### src/rtl/seq_alu.sv
// Multi-cycle ALU with valid/ready handshake: binary ops finish on the accept edge,
// decimal ADC/SBC take one nibble per cycle and shifts/rotates take one bit per cycle.
module seq_alu #(
    parameter int WIDTH = 8,
    parameter int SW    = $clog2(WIDTH) + 1
) (
    input  logic             clk,
    input  logic             reset_n,
    input  logic             in_valid,
    output logic             in_ready,
    input  logic [3:0]       op,
    input  logic [WIDTH-1:0] a,
    input  logic [WIDTH-1:0] b,
    input  logic             carry_in,
    input  logic             overflow_in,
    input  logic             decimal,
    input  logic [SW-1:0]    shamt,
    output logic             out_valid,
    input  logic             out_ready,
    output logic [WIDTH-1:0] f,
    output logic             negative,
    output logic             overflow,
    output logic             zero,
    output logic             carry
);

    typedef enum logic [1:0] {IDLE, BUSY, DONE} state_t;

    localparam logic [3:0] OP_ADC = 4'd0;
    localparam logic [3:0] OP_SBC = 4'd1;
    localparam logic [3:0] OP_EOR = 4'd2;
    localparam logic [3:0] OP_ORA = 4'd3;
    localparam logic [3:0] OP_AND = 4'd4;
    localparam logic [3:0] OP_INC = 4'd5;
    localparam logic [3:0] OP_DEC = 4'd6;
    localparam logic [3:0] OP_ROR = 4'd7;
    localparam logic [3:0] OP_ROL = 4'd8;
    localparam logic [3:0] OP_ASL = 4'd9;
    localparam logic [3:0] OP_LSR = 4'd10;
    localparam logic [SW-1:0] NIBBLES = SW'(WIDTH / 4);

    state_t           state;
    logic [SW-1:0]    cnt;
    logic [3:0]       op_r;
    logic             dec_r;
    logic [WIDTH-1:0] a_w, b_w;
    logic             accept;
    logic [SW-1:0]    steps;
    logic [WIDTH:0]   sum;
    logic [WIDTH-1:0] rf;
    logic             rc, rv;
    logic [4:0]       bstep;
    logic [WIDTH:0]   sstep;
    logic [WIDTH-1:0] nxt_f;
    logic             nxt_c;

    function automatic logic is_shift(input logic [3:0] o);
        return (o >= OP_ROR) && (o <= OP_LSR);
    endfunction

    // Returns {carry, value} after one bit of shift/rotate through carry.
    function automatic logic [WIDTH:0] shift_step(input logic [3:0] o, input logic c,
                                                   input logic [WIDTH-1:0] v);
        case (o)
            OP_ROL:  return {v[WIDTH-1], v[WIDTH-2:0], c};
            OP_ROR:  return {v[0], c, v[WIDTH-1:1]};
            OP_ASL:  return {v[WIDTH-1], v[WIDTH-2:0], 1'b0};
            default: return {v[0], 1'b0, v[WIDTH-1:1]};
        endcase
    endfunction

    // Returns {carry, digit} for one BCD nibble; non-BCD digits use the same rule.
    function automatic logic [4:0] bcd_step(input logic sub, input logic [3:0] an,
                                            input logic [3:0] bn, input logic c);
        logic signed [5:0] t, u;
        if (sub) begin
            t = $signed({2'b00, an}) - $signed({2'b00, bn}) - $signed({5'b00000, ~c});
            u = t - 6'sd6;
            if (t < 6'sd0) return {1'b0, u[3:0]};
            else           return {1'b1, t[3:0]};
        end else begin
            t = $signed({2'b00, an}) + $signed({2'b00, bn}) + $signed({5'b00000, c});
            u = t + 6'sd6;
            if (t > 6'sd9) return {1'b1, u[3:0]};
            else           return {1'b0, t[3:0]};
        end
    endfunction

    assign in_ready  = ((state == IDLE) || ((state == DONE) && out_ready)) && reset_n;
    assign accept    = in_valid && in_ready;
    assign out_valid = (state == DONE);

    always_comb begin
        steps = '0;
        if (is_shift(op))
            steps = shamt;
        else if (decimal && ((op == OP_ADC) || (op == OP_SBC)))
            steps = NIBBLES;
    end

    // Single-cycle result, used whenever the op needs no iteration.
    always_comb begin
        sum = '0;
        rf  = a;
        rc  = carry_in;
        rv  = overflow_in;
        case (op)
            OP_ADC: begin
                sum = {1'b0, a} + {1'b0, b} + {{WIDTH{1'b0}}, carry_in};
                rf  = sum[WIDTH-1:0];
                rc  = sum[WIDTH];
                rv  = (a[WIDTH-1] ^ rf[WIDTH-1]) & (b[WIDTH-1] ^ rf[WIDTH-1]);
            end
            OP_SBC: begin
                sum = {1'b0, a} - {1'b0, b} - {{WIDTH{1'b0}}, ~carry_in};
                rf  = sum[WIDTH-1:0];
                rc  = ~sum[WIDTH];
                rv  = (a[WIDTH-1] ^ b[WIDTH-1]) & (a[WIDTH-1] ^ rf[WIDTH-1]);
            end
            OP_EOR: rf = a ^ b;
            OP_ORA: rf = a | b;
            OP_AND: begin
                rf = a & b;
                rv = rf[WIDTH-2];
            end
            OP_INC: rf = a + WIDTH'(1);
            OP_DEC: rf = a - WIDTH'(1);
            OP_ROR, OP_ROL, OP_ASL, OP_LSR: rf = b;
            default: rf = a;
        endcase
    end

    // Decimal results fill f from the top so the first nibble lands at the bottom.
    always_comb begin
        bstep = bcd_step(op_r == OP_SBC, a_w[3:0], b_w[3:0], carry);
        sstep = shift_step(op_r, carry, f);
        if (dec_r) begin
            nxt_c = bstep[4];
            nxt_f = {bstep[3:0], f[WIDTH-1:4]};
        end else begin
            nxt_c = sstep[WIDTH];
            nxt_f = sstep[WIDTH-1:0];
        end
    end

    always_ff @(posedge clk or negedge reset_n) begin
        if (!reset_n) begin
            state    <= IDLE;
            cnt      <= '0;
            f        <= '0;
            carry    <= 1'b0;
            overflow <= 1'b0;
            negative <= 1'b0;
            zero     <= 1'b0;
        end else if (accept) begin
            if (steps == '0) begin
                state    <= DONE;
                f        <= rf;
                carry    <= rc;
                overflow <= rv;
                negative <= rf[WIDTH-1];
                zero     <= (rf == '0);
            end else begin
                state    <= BUSY;
                cnt      <= steps;
                f        <= is_shift(op) ? b : '0;
                carry    <= carry_in;
                overflow <= overflow_in;
            end
        end else begin
            case (state)
                BUSY: begin
                    f     <= nxt_f;
                    carry <= nxt_c;
                    cnt   <= cnt - 1'b1;
                    if (cnt == SW'(1)) begin
                        state    <= DONE;
                        negative <= nxt_f[WIDTH-1];
                        zero     <= (nxt_f == '0);
                    end
                end
                DONE: if (out_ready) state <= IDLE;
                default: ;
            endcase
        end
    end

    always_ff @(posedge clk) begin
        if (accept) begin
            op_r  <= op;
            dec_r <= decimal && ((op == OP_ADC) || (op == OP_SBC));
            a_w   <= a;
            b_w   <= b;
        end else if (state == BUSY) begin
            a_w <= a_w >> 4;
            b_w <= b_w >> 4;
        end
    end

endmodule
### config.mk
export PLATFORM = sky130hd
export DESIGN_NAME = seq_alu
export DESIGN_NICKNAME = d
export VERILOG_FILES = /design/src/rtl/seq_alu.sv
export SDC_FILE = /design/constraint.sdc
export NUM_CORES = 1
export LEC_CHECK = 0
export BUFFER_PORTS_ARGS = -buffer_cell sky130_fd_sc_hd__buf_2
export CELL_PAD_IN_SITES_DETAIL_PLACEMENT = 1
export CELL_PAD_IN_SITES_GLOBAL_PLACEMENT = 1
export CORE_MARGIN = 1.5
export CORE_UTILIZATION = 41
export CTS_CLUSTER_DIAMETER = 80
export CTS_CLUSTER_SIZE = 12
export DETAILED_ROUTE_END_ITERATION = 12
export PLACE_DENSITY_LB_ADDON = 0.1
export SLEW_MARGIN = 15
export SYNTH_ARGS = -nofsm -noshare
export SYNTH_HDL_FRONTEND = slang
export SYNTH_SLANG_ARGS = --single-unit
export TNS_END_PERCENT = 10
### constraint.sdc
create_clock -name clk -period 3.2 [get_ports clk]
set_input_delay 0.48 -clock clk [delete_from_list [all_inputs] [get_ports clk]]
set_output_delay 0.48 -clock clk [all_outputs]
set_load 0.02 [all_outputs]
# --- Word-level counts from Yosys, hierarchy flattened ---
# Cells that the tools add are included.
op_classes:
  n_addsub: 13
  magnitude_cmp: 4
  eq_ne: 21
  n_mux: 39
  bitwise: 12
  reduce_logical: 19
ops:
  columns: ["operator", "n"]
  rows:
  - ["8-bit 2-to-1 mux", 9]
  - ["8-bit one-hot mux with 8 select lines", 1]
  - ["9-bit one-hot mux with 3 select lines", 1]
  - ["4-bit by 3-bit equality test with 1-bit output, second input constant", 5]
  - ["4-bit equality test, second input constant", 5]
  - ["8-bit zero test", 2]
  - ["4-bit 2-to-1 mux", 4]
  - ["5-bit 2-to-1 mux", 3]
  - ["1-bit 2-to-1 mux", 13]
  - ["4-bit by 1-bit equality test with 1-bit output, second input constant", 3]
  - ["2-bit 2-to-1 mux", 5]
  - ["8-bit by 8-bit adder with 9-bit output", 1]
  - ["9-bit by 1-bit adder with 9-bit output", 1]
  - ["8-bit by 8-bit subtractor with 9-bit output", 1]
  - ["9-bit by 1-bit subtractor with 9-bit output", 1]
  - ["8-bit by 1-bit adder with 8-bit output, second input constant", 1]
  - ["8-bit bitwise AND", 1]
  - ["4-bit by 2-bit equality test with 1-bit output, second input constant", 2]
  - ["4-bit zero test", 2]
  - ["8-bit OR", 1]
  - ["8-bit by 1-bit subtractor with 8-bit output, second input constant", 1]
  - ["8-bit bitwise XOR", 1]
  - ["5-bit by 1-bit adder with 6-bit output", 1]
  - ["6-bit by 5-bit > comparator with 1-bit output, second input constant", 1]
  - ["other kinds (29)", 42]
word_totals:
  ff_bits: 39
  input_bits: 31
  output_inout_bits: 14

# --- Depth between registers and ports, before layout ---
# Gate-level depths: netlist of run 1.
depth:
  depth_word: 10
  depth_mapped: 15
  mapped_depth_nobuf: 15

# --- Worst setup path before layout of run 1 ---
# No wires, ideal clock.
synth_timing:
  path_type: "reg-to-reg"
  start: "register a_w[0]"
  end: "register zero"
  setup_ps: 120
  arrival_ps: 2964
  t_required_ps: 3080
  slack_ps: 117
  stages_incl_launch_ff: 16
  path_buffers: 0
  synth_period_minus_slack_ps: 3083
  cell_sequence: "edfxtp_1 inv_1 ha_1 inv_1 fa_1 inv_1 ha_1 xnor2_1 ha_1 a211oi_2 xnor2_1 a211o_1 a31oi_1 nor3b_1 a22o_1 a31o_1"
synth_between:
  elab_chain_len: 10
  elab_cells_between_ends: 16
  cone_classes: "add/sub (6); order compare (2); mux (7); reduce/logical (1)"
synth_lines:
  columns: ["element", "line", "source"]
  rows:
  - ["start, declared", "46", "logic [WIDTH-1:0] a_w, b_w;"]
  - ["start signal, assigned", "195", "a_w <= a_w >> 4;"]
  - ["4-bit by 4-bit adder with 5-bit output / 4-bit by 4-bit subtractor with 5-bit output (equally long branches)", "82, 77", null]
  - ["5-bit by 1-bit adder with 6-bit output / 5-bit by 2-bit subtractor with 6-bit output (equally long branches)", "82, 77", null]
  - ["6-bit by 5-bit > comparator with 1-bit output (tied with other cells)", "84", "if (t > 6'sd9) return {1'b1, u[3:0]};"]
  - ["5-bit 2-to-1 mux, on equally long branches", "84, 79", null]
  - ["5-bit 2-to-1 mux *", "76", "if (sub) begin"]
  - ["8-bit 2-to-1 mux *", "137", "if (dec_r) begin"]
  - ["8-bit zero test *", "179", "zero <= (nxt_f == '0);"]
  - ["1-bit 2-to-1 mux *", "176", "if (cnt == SW'(1)) begin"]
  - ["1-bit 2-to-1 mux *", "171", "case (state)"]
  - ["1-bit 2-to-1 mux *", "155", "end else if (accept) begin"]
  - ["end signal, assigned", "162", "zero <= (rf == '0);"]
  - ["end signal, assigned", "179", null]
  - ["end, declared", "23", "output logic zero,"]
# Mark *: on every way between the ends. The rest lies on a longest branch, timed or not. The select of a mux whose other input is x is not followed.
# A chain may end at the register's enable or synchronous reset.

# --- Final worst setup path of run 1 ---
# Ends and elaborated chain as after synthesis.

==> flow_metrics.tcl, run 1 <==
set metrics [dict create \
    ctsHtreeMaxLevel 2 \
    wl_microns 17210 \
    clk_pin_slew_ns 0.07 \
    min_period_over_period 0.9970 \
    cp_top_family "adder cells" \
    dp.cells 815 \
    gp_congestion 0.8673 \
    most-common-layout-cells "buf_4 (77), nor2_1 (56), nand2_1 (50), inv_1 (50), ha_1 (47)" \
    crit_chain "inv_1 > ha_2 > inv_2 > fa_1 > inv_1 > ha_2 > xnor2_2 > ha_2 > and3_4 > a221oi_2 > a211o_1 > a31oi_4 > nor3b_2 > a22o_1 > a31o_1" \
    min_path_type "in2async" \
    syn-instance-count 592 \
    path_class "reg2reg" \
    cts_buffers 5 \
    async_flop_share 0.4615 \
    max_slew_margin 0.5828 \
    met2_length_microns 8489 \
    ys_seq_elements 39 \
    antennaDiodeCount 0 \
    viasPerCell 5.897 \
    dp_hpwl_microns 13500 \
    yosysTopAreaCell "edfxtp_1" \
    die_area_sq_um 12160 \
    final_cells 834 \
    routed-wl-met3_microns 801 \
    grtUsageTotal 0.2957 \
    wl_per_cell_microns 20.64 \
    grt_max_degree 32 \
    antenna_found_initial 0 \
    period_minus_slack_ns 3.190 \
    maxSlewViolCount 0 \
    ios 45 \
    worst_setup_path_end_kind "flop" \
    cts_tree "yes" \
    cts_root_buf "clkbuf_16" \
    grt_overflow 0 \
    run_status "complete, no violations" \
    crit_top_cell "ha_2" \
    synth_area_leaders "edfxtp_1 (13%), ha_1 (13%), dfrtp_1 (9.5%)" \
    cp_slowest_stage_delay_ns 0.53 \
    worst_setup_path_start_kind "flop" \
    max_slew.worst_pin.slew_ns 0.6258 \
    synth_top_area_frac 0.1337 \
    drt_pre_antenna_iters 4 \
    drv_cap 0 \
    crit_path_max_fanout 3 \
    syn_area_per_cell_sq_um 7.970 \
    first_iter_violations 301 \
    synth_edf_count 21 \
    max_freq_mhz 313.5 \
    ir_drop_uv 997.3 \
    p_leak_uw 0.002567 \
    worst-path-buf-inv 3 \
    rows 38 \
    grt_pass1_vias 5156 \
    layout_commonest_cell "buf_4" \
    clock_latency_ns 0.29 \
    portBuffers 44 \
    fin_skew_ns 0.01494 \
    core_area_sq_um 11030 \
    synth_area_sq_um 4718 \
    cts.sinks 39 \
    drive_above_1_share 0.2262 \
    hold_viol_final 0 \
    maxUsedRoutingLayer "met4" \
    ant_nets 0 \
    grt_setup_unrepaired "true" \
    die_h_microns 110.3 \
    yosysSeqAreaShare 0.2291 \
    synth_cell_types 71 \
    fin_util 0.5272 \
    finalPower_uw 5728 \
    hold_buffers 0 \
    area_growth_pct 23.26 \
    clockBufferDepth 2 \
    finalSetupViolations 0 \
    worstPathArrival_ns 3.37 \
    vias 4918 \
    die_x_microns 110.3 \
    grt_first_pass_wirelength_microns 27130 \
    nets 782 \
    synth_nets 681 \
    initial_core_util 0.4277 \
    yosys_warnings 0 \
    synth_flop_cell "edfxtp_1" \
    critPathSlowestCell "fa_1" \
    powerDensity_nw_per_um2 984.9 \
    m1WireLength_microns 7335 \
    drc 0 \
    cp.required_ns 3.38 \
]
## layer usage
layer	vias up	global-route usage
met2	145	0.5269
met5	-	0
met4	0	0.1154
met3	38	0.02881
met1	2393	0.3656
li1	2342	-
## cell type report
| cell class | instances | area [sq um] |
|---|---|---|
| clock buffer | 7 | 142.6 |
| clock inverter | 1 | 8.758 |
| fill | 1358 | 5215 |
| inverter | 55 | 206.4 |
| multi-input combinational | 471 | 3403 |
| sequential | 39 | 1081 |
| tap | 140 | 175.2 |
| timing repair buffer | 121 | 798.3 |
## sequential cells by signal (all words and copies together), names as in the netlist
register  flops
a_w           8
b_w           8
carry         1
cnt           4
dec_r         1
f             8
negative      1
op_r          4
overflow      1
state         2
zero          1
## worst reg2reg max path, stage by stage, from the launching register on
cell      delay, ns
edfxtp_1       0.37
inv_1          0.07
ha_2           0.19
inv_2          0.05
fa_1           0.53
inv_1          0.06
ha_2           0.19
xnor2_2        0.20
ha_2           0.25
and3_4         0.20
a221oi_2       0.04
a211o_1        0.28
a31oi_4        0.20
nor3b_2        0.07
a22o_1         0.21
a31o_1         0.19
## power breakdown
| group | total, uW | internal [uW] | switching [uW] |
|---|---|---|---|
| logic | 4210 | 1920 | 2290 |
| clock network | 531 | 313 | 218 |
| registers | 990 | 802 | 188 |
| total | 5730 | 3040 | 2690 |
## Yosys cell counts (11+ instances only)
library cell,n
nor2_1,56
inv_1,53
ha_1,50
nand2_1,50
o21ai_0,46
a21oi_1,39
edfxtp_1,21
dfrtp_1,18
nand3_1,18
clkbuf_1,16
a31oi_1,15
mux2i_1,12
xnor2_1,12
nor3_1,11
xor2_1,11
## what timing repair did
action | in CTS | in global routing
pin swaps | 6 | 13
endpoints found under the setup margin | 3 | 5
buffers inserted | 6 | 5
resized for setup | 10 | 12
## metrics by stage
step	setup WS, ns	hold slack, ns	cell area (sq um)	setup TNS, ns
floorplan	0.1167	0.1844	4718	0
global placement	0.01567	0.4713	5488	0
detailed placement	-0.1509	0.4789	5488	-0.2600
CTS	-0.01546	0.1643	5744	-0.02206
global route	-0.1079	0.1863	5816	-0.2198
finish	0.009759	0.1546	5816	0
## cell families (layout without fill, tap and decap cells)
kind of cell               count (synthesis)  after routing  synth area share
muxes                                     14             14           0.03023
xor gates and xnor gates                  24             24           0.04614
DFF                                       39             39            0.2291
and+or+nand+nor                          190            190            0.1952
adders and majority gates                 58             58            0.1665
AOI/OAI and AO/OA                        185            185            0.2633
buffers and inverters                     82            184           0.06948
## worst paths after layout
check                                startpoint                    to  slack (ns)  cells past startpoint
max                            a_w[0]$_DFFE_PP_      zero$_DFFE_PN0P_        0.01                     15
min                                     reset_n      f[7]$_DFFE_PN0P_        0.15                      2
max reg2reg                    a_w[0]$_DFFE_PP_      zero$_DFFE_PN0P_        0.01                     15
min reg2reg                overflow$_DFFE_PN0P_  overflow$_DFFE_PN0P_        0.52                      1
max in group asynchronous               reset_n    cnt[0]$_DFFE_PN0P_        2.83                      2
min in group clk                       shamt[0]    cnt[0]$_DFFE_PN0P_        0.49                      3
No activity file was read; power rests on OpenSTA's default activity.
==> run 2, diff against run 1 <==
--- a/config.mk
+++ b/config.mk
@@ -8,6 +8,7 @@
 export BUFFER_PORTS_ARGS = -buffer_cell sky130_fd_sc_hd__buf_2
 export CELL_PAD_IN_SITES_DETAIL_PLACEMENT = 1
 export CELL_PAD_IN_SITES_GLOBAL_PLACEMENT = 1
+export CORE_ASPECT_RATIO = 0.9
 export CORE_MARGIN = 1.5
 export CORE_UTILIZATION = 41
 export CTS_CLUSTER_DIAMETER = 80
==> run 2 against run 1 <==
Effect of this change:
- the flow now finishes with violations (negative setup slack)
- sequential power is 0.5% higher
- register-to-register slack worse by 0.04 ns
- fmax decreased by 1.2%
- sequential share of layout area shrank 0.13 points
- via count rose by 2.0%
- final cell count rose by 0.96%
- clock power increased by 6.6%
==> flow_metrics.tcl, run 2 (synthesized netlist as in run 1, its figures left out) <==
set metrics [dict create \
    run_status "complete, but fails checks" \
    violations "negative setup slack" \
    r2r_slack_ns -0.03 \
    powerDensity_nw_per_um2 970.2 \
    min_period_over_period 1.009 \
    worst_setup_path_start_kind "flop" \
    rr_worst_depth 15 \
    grtUsageTotal 0.2992 \
    worst_hold_slack_ns 0.1581 \
    final.setup.tns_ns -0.03002 \
    layout_commonest_cell "buf_4" \
    ctsHtreeMaxLevel 2 \
    initial_core_util 0.4276 \
    clockBufferDepth 2 \
    finalPower_uw 5683 \
    dp_hpwl_microns 13900 \
    power_frac_seq 0.175 \
    cp_top_family "compound AO/OA/AOI/OAI gates" \
    nets 778 \
    fin_util 0.5307 \
    vias 5016 \
    area_growth_pct 24.13 \
    cts_tree "yes" \
    cts_root_buf "clkbuf_16" \
    ir_drop_uv 561.7 \
    m1WireLength_microns 8106 \
    antenna_found_initial 0 \
    most-common-layout-cells "buf_4 (72), nor2_1 (56), inv_1 (51), nand2_1 (50), ha_1 (47)" \
    hold_viol_final 0 \
    startpoint "a_w[0]$_DFFE_PP_" \
    min_path_type "in2async" \
    max_slew_margin 0.5750 \
    drv_cap 0 \
    routed-wl-met3_microns 894 \
    period_minus_slack_ns 3.230 \
    die_area_sq_um 12160 \
    wl_per_cell_microns 21.47 \
    worstPathArrival_ns 3.41 \
    cts_buffers 5 \
    drive_above_1_share 0.2232 \
    cp.required_ns 3.38 \
    rows 36 \
    netSwitchingFraction 0.4756 \
    fin_skew_ns 0.005546 \
    core_area_sq_um 11040 \
    critPathSlowestCell "fa_2" \
    die_h_microns 104.8 \
    cp_slowest_stage_delay_ns 0.55 \
    hold_buffers 0 \
    r2r-start "a_w[0]$_DFFE_PP_" \
    crit_chain "inv_1 > ha_2 > inv_2 > fa_2 > inv_2 > ha_4 > xnor2_4 > ha_4 > a211oi_2 > xnor2_1 > a211o_1 > a31oi_4 > nor3b_2 > a22o_1 > a31o_1" \
    maxSlewViolCount 0 \
    setup_ws_ns -0.03002 \
    first_iter_violations 315 \
    wl_microns 18080 \
    max_slew.worst_pin.slew_ns 0.6375 \
    p_leak_uw 0.002564 \
    grt_overflow 0 \
    reg_top3 "a_w (8), b_w (8), f (8)" \
    clkPwrFrac 0.100 \
    net-switching-power_uw 2702 \
    r2r-end "zero$_DFFE_PN0P_" \
    pwr-share-comb 0.725 \
    clk_pin_slew_ns 0.06 \
    drt_pre_antenna_iters 5 \
    worst_setup_path_end_kind "flop" \
    gp_congestion 1.005 \
    grt_setup_unrepaired "true" \
    crit_path_max_fanout 3 \
    worst-path-buf-inv 3 \
    grt_pass1_vias 5132 \
    maxUsedRoutingLayer "met4" \
    drc 0 \
    die_x_microns 116.1 \
    path_class "reg2reg" \
    ant_nets 0 \
    portBuffers 44 \
    met2_length_microns 8730 \
    grt_max_degree 32 \
    max_freq_mhz 309.6 \
    internal_power_uw 2980 \
    finalSetupViolations 1 \
    antennaDiodeCount 0 \
    grt_first_pass_wirelength_microns 28040 \
    clock_latency_ns 0.29 \
    ios 45 \
    cts.sinks 39 \
    viasPerCell 5.957 \
]
## run 2: metal layers
metal,vias up,global-route usage
met2,160,0.4887
met5,-,0
met1,2487,0.4118
met4,0,0.07753
met3,28,0.04408
li1,2341,-
## run 2: through the flow
stage / setup slack, ns / instance area (sq um) / instances
final: -0.03002 / 5857 / 842
after global routing: -0.1499 / 5857 / 842
after CTS: -0.01434 / 5757 / 840
after detailed placement: -0.1328 / 5525 / 830
after global placement: -0.01104 / 5525 / 830
after floorplan: 0.1167 / 4718 / 592
## run 2: final cells by class
cell class | count | area [sq um]
Tap cell | 152 | 190.2
Sequential cell | 39 | 1081
Clock buffer | 5 | 125.1
Timing Repair Buffer | 117 | 772.0
Multi-Input combinational cell | 471 | 3443
Fill cell | 1380 | 5179
Clock inverter | 3 | 38.79
Inverter | 55 | 206.4
## run 2: power groups by stage
stage                     clock network (uW)  registers, uW  logic (uW)
after floorplan                            0           1030        2250
after global placement                     0            990        3240
after detailed placement                   0           1000        3390
after CTS                                571            992        3660
after global routing                     592           1020        4470
final                                    566            995        4120
## run 2: timing repair
action	in CTS	in global routing
endpoints found under the setup margin	3	5
pin swaps	10	8
gates resized for setup	12	14
buffers inserted	2	2
## run 2: worst max path at each step
stage | endpoint | slack, ns | cells after the start
after floorplan | zero$_DFFE_PN0P_ | 0.12 | 15
after global placement | zero$_DFFE_PN0P_ | -0.01 | 12
after detailed placement | zero$_DFFE_PN0P_ | -0.13 | 15
after CTS | zero$_DFFE_PN0P_ | -0.01 | 15
after global routing | zero$_DFFE_PN0P_ | -0.15 | 15
final | zero$_DFFE_PN0P_ | -0.03 | 15
==> run 3, diff against run 2 <==
--- a/config.mk
+++ b/config.mk
@@ -11,6 +11,7 @@
 export CORE_ASPECT_RATIO = 0.9
 export CORE_MARGIN = 1.5
 export CORE_UTILIZATION = 41
+export CTS_BUF_LIST = sky130_fd_sc_hd__clkbuf_8
 export CTS_CLUSTER_DIAMETER = 80
 export CTS_CLUSTER_SIZE = 12
 export DETAILED_ROUTE_END_ITERATION = 12
==> run 3 against run 2 <==
Effect of this change:
- the flow still finishes with violations (negative setup slack)
- first-iteration DRC count increased by 0.32%
- count of clock-buffer cells in the layout stayed put
- routed wire length down 3.7%
==> flow_metrics.tcl, run 3 (synthesized netlist as in run 1, its figures left out) <==
set metrics [dict create \
    drc 0 \
    layout_commonest_cell "buf_4" \
    netSwitchingFraction 0.4797 \
    cts.sinks 39 \
    reg_top3 "a_w (8), b_w (8), f (8)" \
    core_area_sq_um 11040 \
    worstPathArrival_ns 3.40 \
    grt_pass1_vias 5074 \
    fillers 1409 \
    drv_cap 0 \
    period_minus_slack_ns 3.201 \
    max_freq_mhz 312.4 \
    power_frac_seq 0.188 \
    grtUsageTotal 0.2915 \
    ctsHtreeMaxLevel 2 \
    hold_viol_final 0 \
    run_status "complete, but fails checks" \
    critPathSlowestCell "fa_2" \
    worst_setup_path_start_kind "flop" \
    maxSlewViolCount 0 \
    ir_drop_uv 474.7 \
    vias 4920 \
    setup_ws_ns -0.0007394 \
    max_slew.worst_pin.slew_ns 0.6276 \
    grt_overflow 0 \
    initial_core_util 0.4276 \
    powerDensity_nw_per_um2 917.4 \
    clock_latency_ns 0.30 \
    die_x_microns 116.1 \
    nets 776 \
    crit_chain "inv_1 > ha_2 > inv_1 > fa_2 > inv_2 > ha_4 > xnor2_4 > ha_4 > a211oi_2 > xnor2_1 > a211o_1 > a31oi_4 > nor3b_2 > a22o_1 > a31o_1" \
    fin_util 0.5207 \
    first_iter_violations 316 \
    worst_setup_path_end_kind "flop" \
    cts_tree "yes" \
    drt_pre_antenna_iters 5 \
    antenna_found_initial 0 \
    cts_root_buf "clkbuf_8" \
    violations "negative setup slack" \
    die_h_microns 104.8 \
    net-switching-power_uw 2529 \
    grt_first_pass_wirelength_microns 27360 \
    postPlaceCellArea_sq_um 5525 \
    clkPwrFrac 0.079 \
    finalPower_uw 5272 \
    die_area_sq_um 12160 \
    crit_path_max_fanout 3 \
    internal_power_uw 2743 \
    portBuffers 44 \
    most-common-layout-cells "buf_4 (71), nor2_1 (56), inv_1 (51), nand2_1 (50), ha_1 (47)" \
    final.setup.tns_ns -0.0007394 \
    min_period_over_period 1.000 \
    pwr-share-comb 0.733 \
    p_leak_uw 0.002523 \
    area_growth_pct 21.80 \
    antennaDiodeCount 0 \
    cp.required_ns 3.40 \
    grt_max_degree 32 \
    clk_pin_slew_ns 0.08 \
    fin_skew_ns 0.006548 \
    max_slew_margin 0.5816 \
    wl_per_cell_microns 20.73 \
    ant_nets 0 \
    clockBufferDepth 2 \
    path_class "reg2reg" \
    grt_setup_unrepaired "true" \
    viasPerCell 5.857 \
    cts_buffers 5 \
    min_path_type "in2async" \
    rows 36 \
    ios 45 \
    dp_hpwl_microns 13900 \
    cp_slowest_stage_delay_ns 0.56 \
    drive_above_1_share 0.2180 \
    design_area_sq_um 5747 \
    finalSetupViolations 1 \
    gp_congestion 1.005 \
    wl_microns 17420 \
]
[run 3: cell count changes in the layout (fill, tap and decap cells not counted), sizes merged]
| cell | delta |
|---|---|
| buf | -2 |
[run 3: worst paths after layout]
check	from	end	slack [ns]	depth (start not counted)
max in group asynchronous	reset_n	f[5]$_DFFE_PN0P_	2.85	2
max	a_w[0]$_DFFE_PP_	zero$_DFFE_PN0P_	-0.0007	15
min in group clk	shamt[3]	cnt[3]$_DFFE_PN0P_	0.48	3
max reg2reg	a_w[0]$_DFFE_PP_	zero$_DFFE_PN0P_	-0.0007	15
min reg2reg	overflow$_DFFE_PN0P_	overflow$_DFFE_PN0P_	0.52	1
min	reset_n	cnt[0]$_DFFE_PN0P_	0.14	2
[run 3: layer usage]
layer  track usage  part of all wire  vias up  routed length [microns]
li1              -                 -     2337                        -
met1        0.4002              0.45     2436                     7915
met2        0.4756              0.48      124                     8358
met3       0.04814             0.049       23                      856
met4       0.07056             0.016        0                      284
met5             0                 0        -                        0
[run 3: critical path: cells and delay by family, from the launching register on]
family                     cells  cell delay (ns)
xor gates and xnor gates       2             0.23
AOI/OAI and AO/OA              5             1.10
DFF                            1             0.40
buffers and inverters          3             0.19
adders and majority gates      4             1.09
and+or+nand+nor                1             0.07
[run 3: cell type report]
cell class                      instances  area (sq um)  share of cell area
Multi-Input combinational cell        471          3408              0.5931
Sequential cell                        39          1081              0.1881
Timing Repair Buffer                  115         753.2              0.1311
Inverter                               55         206.4             0.03592
Tap cell                              152         190.2             0.03309
Clock buffer                            5         68.82             0.01197
Clock inverter                          3         38.79            0.006749
[run 3: what timing repair did]
action,in CTS,in global routing
buffers inserted,1,1
endpoints found under the setup margin,3,4
pin swaps,7,8
hold buffers,0,0
resized for setup,7,13
gates cloned,0,0
[run 3: through the flow]
| stage | setup WS (ns) | std cells | hold WS [ns] |
|---|---|---|---|
| 3_3_place_gp | -0.01104 | 830 | 0.4710 |
| 4_1_cts | -0.05834 | 839 | 0.1408 |
| 6_report | -0.0007394 | 840 | 0.1379 |
| 2_1_floorplan | 0.1167 | 592 | 0.1844 |
| 3_5_place_dp | -0.1328 | 830 | 0.4741 |
| 5_1_grt | -0.1302 | 840 | 0.1610 |
[run 3: power by group through the flow]
| stage | clock network [uW] | registers (uW) | logic, uW |
|---|---|---|---|
| floorplan | 0 | 1030 | 2250 |
| global placement | 0 | 990 | 3240 |
| detailed placement | 0 | 1000 | 3390 |
| CTS | 422 | 989 | 3570 |
| global route | 441 | 1020 | 4260 |
| finish | 417 | 992 | 3860 |
